File: config.mk
export PLATFORM = sky130hd
export DESIGN_NAME = logic_unit_arb
export DESIGN_NICKNAME = d
export VERILOG_FILES = /design/src/rtl/logic_unit_arb_pkg.sv /design/src/rtl/logic_unit_arb_logic_unit.sv /design/src/rtl/logic_unit_arb.sv
export SDC_FILE = /design/constraint.sdc
export NUM_CORES = 1
export LEC_CHECK = 0
export BUFFER_PORTS_ARGS = -buffer_cell sky130_fd_sc_hd__buf_2
export CAP_MARGIN = 15
export CORE_UTILIZATION = 50
export DETAILED_ROUTE_END_ITERATION = 8
export PLACE_DENSITY = 0.82
export SYNTH_ARGS = -nofsm -noshare
export SYNTH_HDL_FRONTEND = slang
export SYNTH_SLANG_ARGS = --single-unit
File: constraint.sdc
create_clock -name clk -period 2.5 [get_ports clk]
set_clock_uncertainty 0.05 [all_clocks]
set_input_delay 0.25 -clock clk [delete_from_list [all_inputs] [get_ports clk]]
set_output_delay 0.25 -clock clk [all_outputs]
set_load 0.02 [all_outputs]
File: src/rtl/logic_unit_arb_pkg.sv
// Shared opcode and state encodings for the round-robin logic-unit arbiter.
package logic_unit_arb_pkg;

  localparam logic [1:0] OP_AND = 2'b00;
  localparam logic [1:0] OP_OR  = 2'b01;
  localparam logic [1:0] OP_XOR = 2'b10;
  localparam logic [1:0] OP_NOR = 2'b11;

  typedef enum logic [1:0] {
    S_IDLE = 2'b00,
    S_EXEC = 2'b01,
    S_DONE = 2'b10
  } state_e;

endpackage

File: src/rtl/logic_unit_arb_logic_unit.sv
// Shared bitwise logic unit: purely combinational AND/OR/XOR/NOR.
module logic_unit
  import logic_unit_arb_pkg::*;
#(
  parameter int unsigned WIDTH = 32
) (
  input  logic [WIDTH-1:0] a,
  input  logic [WIDTH-1:0] b,
  input  logic [1:0]       op,
  output logic [WIDTH-1:0] y
);

  // Opcode decode; NOR takes the remaining encoding.
  always_comb begin
    case (op)
      OP_AND:  y = a & b;
      OP_OR:   y = a | b;
      OP_XOR:  y = a ^ b;
      default: y = ~(a | b);
    endcase
  end

endmodule

File: src/rtl/logic_unit_arb.sv
// Round-robin arbiter sharing one logic unit among N requesters.
module logic_unit_arb
  import logic_unit_arb_pkg::*;
#(
  parameter int unsigned WIDTH = 32,
  parameter int unsigned N     = 4,
  localparam int unsigned IDW  = $clog2(N)
) (
  input  logic                 clk,
  input  logic                 rst_n,
  input  logic [N-1:0]         req,
  input  logic [2*N-1:0]       op,
  input  logic [N*WIDTH-1:0]   a_in,
  input  logic [N*WIDTH-1:0]   b_in,
  output logic [N-1:0]         gnt,
  output logic                 busy,
  output logic [WIDTH-1:0]     res,
  output logic                 res_valid,
  output logic [IDW-1:0]       res_id
);

  state_e           state_q, state_d;
  logic [IDW-1:0]   ptr_q, ptr_d;
  logic [IDW-1:0]   win_q, win_d;
  logic [WIDTH-1:0] a_q, a_d;
  logic [WIDTH-1:0] b_q, b_d;
  logic [1:0]       op_q, op_d;
  logic [N-1:0]     gnt_q, gnt_d;
  logic             busy_q, busy_d;
  logic [WIDTH-1:0] res_q, res_d;
  logic             res_valid_q, res_valid_d;
  logic [IDW-1:0]   res_id_q, res_id_d;

  logic             found_c;
  logic [IDW-1:0]   win_c;
  logic [WIDTH-1:0] sel_a_c;
  logic [WIDTH-1:0] sel_b_c;
  logic [1:0]       sel_op_c;
  logic [WIDTH-1:0] lu_y;

  // Round-robin winner: first asserted req scanning upward from ptr, wrapping.
  always_comb begin
    int unsigned idx;
    found_c = 1'b0;
    win_c   = '0;
    idx     = 0;
    for (int unsigned i = 0; i < N; i++) begin
      idx = 32'(ptr_q) + i;
      if (idx >= N) idx = idx - N;
      if (!found_c && req[idx[IDW-1:0]]) begin
        found_c = 1'b1;
        win_c   = idx[IDW-1:0];
      end
    end
  end

  // Operand/opcode mux for the current winner.
  always_comb begin
    sel_a_c  = '0;
    sel_b_c  = '0;
    sel_op_c = '0;
    for (int unsigned i = 0; i < N; i++) begin
      if (win_c == IDW'(i)) begin
        sel_a_c  = a_in[i*WIDTH +: WIDTH];
        sel_b_c  = b_in[i*WIDTH +: WIDTH];
        sel_op_c = op[2*i +: 2];
      end
    end
  end

  logic_unit #(.WIDTH(WIDTH)) u_logic_unit (
    .a  (a_q),
    .b  (b_q),
    .op (op_q),
    .y  (lu_y)
  );

  // Sequencer next-state and registered outputs.
  always_comb begin
    state_d     = state_q;
    ptr_d       = ptr_q;
    win_d       = win_q;
    a_d         = a_q;
    b_d         = b_q;
    op_d        = op_q;
    gnt_d       = '0;
    res_d       = res_q;
    res_valid_d = 1'b0;
    res_id_d    = res_id_q;
    case (state_q)
      S_IDLE: begin
        if (found_c) begin
          state_d = S_EXEC;
          win_d   = win_c;
          a_d     = sel_a_c;
          b_d     = sel_b_c;
          op_d    = sel_op_c;
          gnt_d   = N'(1) << win_c;
        end
      end
      S_EXEC: begin
        state_d     = S_DONE;
        res_d       = lu_y;
        res_id_d    = win_q;
        res_valid_d = 1'b1;
      end
      S_DONE: begin
        state_d = S_IDLE;
        if (win_q == IDW'(N - 1)) ptr_d = '0;
        else                      ptr_d = win_q + IDW'(1);
      end
      default: state_d = S_IDLE;
    endcase
    busy_d = (state_d != S_IDLE);
  end

  // State and output registers; reset discards any in-flight operation.
  always_ff @(posedge clk or negedge rst_n) begin
    if (!rst_n) begin
      state_q     <= S_IDLE;
      ptr_q       <= '0;
      win_q       <= '0;
      a_q         <= '0;
      b_q         <= '0;
      op_q        <= '0;
      gnt_q       <= '0;
      busy_q      <= 1'b0;
      res_q       <= '0;
      res_valid_q <= 1'b0;
      res_id_q    <= '0;
    end else begin
      state_q     <= state_d;
      ptr_q       <= ptr_d;
      win_q       <= win_d;
      a_q         <= a_d;
      b_q         <= b_d;
      op_q        <= op_d;
      gnt_q       <= gnt_d;
      busy_q      <= busy_d;
      res_q       <= res_d;
      res_valid_q <= res_valid_d;
      res_id_q    <= res_id_d;
    end
  end

  assign gnt       = gnt_q;
  assign busy      = busy_q;
  assign res       = res_q;
  assign res_valid = res_valid_q;
  assign res_id    = res_id_q;

endmodule

==> results.txt <==
Tmin final: 2050 ps
1st-iter DRT viols: 272
End of the critical path: b_q[19]
Worst Setup SP: ptr_q[1]
Post-synthesis register bit count: 111
Post-synth net total: 1192
Row count: 45
Initial core utilization: 51.1%
R2R depth: 6
Die height: 127 um
Post-synth top area cell: dfrtp_1
CTS sink count: 111
Die area: 16000 sq um
YS warnings: 0
Register area share after synthesis: 35.8%
I/O Buffers: 309
R2r setup slk: 450 ps
Worst hold slack: 158 ps
DR WL/cell: 14.3 um
Clock Tree Buf Depth: 2
RSZ-0062 raised after global routing: false
Crit path kind: register to register
Peak supply drop: 755 uV
Min-delay worst type: input port to register
Worst slew pin tran: 737 ps
Mapped Area: 7770 sq um
Vias: 7030
Post-route ant nets: 0
DRC viols: 0
Clk root buf: clkbuf_16
Die width: 127 um
First-pass GRT wire length: 31.0 mm
RR Endpoint: b_q[19]
Worst EP arrival: 2220 ps
GPL Wtd Cong: 0.784
Post-route insts no fill: 1321
CP Capture Type: register
Asr flop ratio synth: 100%
Crit share post-route: 81.8%
Synth cell types: 28
Slew HR: 50.9%
Clock transition at the registers of the reported paths: 70 ps
Vias in the first global route: 6836
Total gr overflow: 0
Final wirelength: 18.9 mm
Count of pins over their slew limit: 0
CTS tree: yes
Via density: 5.32
Number of diodes: 0
Crit-path max FO: 71
Syn Area/Cell: 9.06 sq um
Leak Pwr: 5.30 nW
Highest Clock Rate: 489 MHz
HPWL Detailed: 14.2 mm
Post-synth top flop: dfrtp_1
Worst Path Required: 2670 ps
# placed instances: 1304
Min-delay src: b_in[17]
Start of the worst register-to-register path: ptr_q[1]
Synth area leaders: dfrtp_1 (36%), mux2i_1 (17%), ha_1 (10%)
Share of the synthesized area in the top cell type: 35.8%
Max Cap Violations: 0
Pin count of the biggest net entering global routing: 72
Setup violators final: 0
Clk Latency, worst-skew pair: 360 ps
Setup Buffers After CTS: 0
Worst Setup Start Kind: register
Share of cells above drive strength 1: 32.3%
Status: finished, final reports clean
Synth-to-layout area growth: 25.9%
Boundary Pins: 310
Gr usage total: 24.3%
Nets: 1463
H-Tree Depth: 3
Final hold viol count: 0
Setup TNS: 0 ps
Synth Instances: 857
Number of flops mapped to enable cells by yosys: 0
Core Box Area: 15200 sq um
PD cells: 1180 nW/um^2
Initial antenna violation count: 0
1st-pass router iterations: 4
TritonCTS buffer count: 9
## where the power goes
group	switching (mW)	internal [mW]	total [mW]
combinational	3.81	2.75	6.56
clock	0.669	0.907	1.58
sequential	0.737	2.68	3.42
total	5.21	6.34	11.6
## worst max-delay path, stage by stage (launching register included)
cell	delay, ps
dfrtp_1	470
nand2_1	130
nand3b_1	130
a2bb2oi_4	220
buf_12	370
mux2i_1	320
o221ai_1	140
## cells in the mapped netlist (6+ instances only)
cell / instances
nand2_1: 139
mux2i_1: 133
dfrtp_1: 111
inv_1: 96
o21ai_0: 76
ha_1: 65
o221ai_1: 46
nor2_1: 36
clkbuf_1: 34
a21oi_1: 32
o221ai_2: 20
o21ai_1: 18
buf_2: 15
buf_6: 10
nor2b_1: 6
## layout make-up
class,count,area (sq um)
Clock inverter,5,81.3
Tap cell,188,235
Timing Repair Buffer,323,1760
Inverter,97,364
Clock buffer,11,243
Multi-Input combinational cell,586,4320
Fill cell,1264,5430
Sequential cell,111,2780
## flip-flops by register name (all words and copies together), names as in the netlist
| register | flops |
|---|---|
| res | 32 |
| res_valid | 1 |
| state_q | 1 |
| busy | 1 |
| ptr_q | 2 |
| a_q | 32 |
| op_q | 2 |
| b_q | 32 |
| res_id | 2 |
| gnt | 4 |
| win_q | 2 |
## worst min path at each step
stage / slack, ps / cells after the start / endpoint
floorplan: -100 / 0 / a_q[0]
global placement: 160 / 1 / a_q[2]
detailed placement: 160 / 1 / a_q[2]
CTS: 140 / 3 / b_q[30]
global route: 160 / 3 / b_q[1]
finish: 160 / 3 / b_q[17]
## placed cells by master, fill, tap and decap left out, drive strengths merged, types with 2 or more instances in the layout
| cell type | count |
|---|---|
| bufinv | 2 |
| mux2i | 133 |
| o221ai | 66 |
| nand2b | 3 |
| dfrtp | 111 |
| nor2 | 36 |
| clkbuf | 11 |
| o31ai | 4 |
| a21oi | 32 |
| buf | 322 |
| o21ai | 94 |
| ha | 65 |
| inv | 97 |
| nor2b | 6 |
| nand2 | 140 |
| clkinv | 2 |
## stage by stage
stage	utilization (%)	area (sq um)	power [mW]	setup slack, ps
2_1_floorplan	-	7770	8.34	793
3_3_place_gp	62.1	9440	9.72	488
3_5_place_dp	62.1	9440	10.1	417
4_1_cts	64.3	9780	11.7	426
5_1_grt	64.3	9780	12.7	322
6_report	64.3	9780	11.6	455
## layer usage
metal	up-vias	global-route usage [%]	part of all wire, %
met3	35	5.61	5.9
met2	239	45.1	51
li1	3494	-	-
met1	3262	26.9	40
met4	0	9.36	2.6
met5	-	0	0
## kinds of logic (layout without fill, tap and decap cells)
family | count (synthesis) | after routing | share of synthesized area, %
AOI/OAI and AO/OA | 198 | 198 | 17.8
buffers and inverters | 160 | 436 | 9.09
muxes | 134 | 134 | 17.3
and+or+nand+nor | 189 | 189 | 9.62
DFF | 111 | 111 | 35.8
adders and majority gates | 65 | 65 | 10.5
## timing repair
action                                 4_1_cts  5_1_grt
hold buffers                                 1        0
resized for setup                            0        0
endpoints found under the hold margin       29        0
Note: power is estimated with default switching activity, not from simulation.
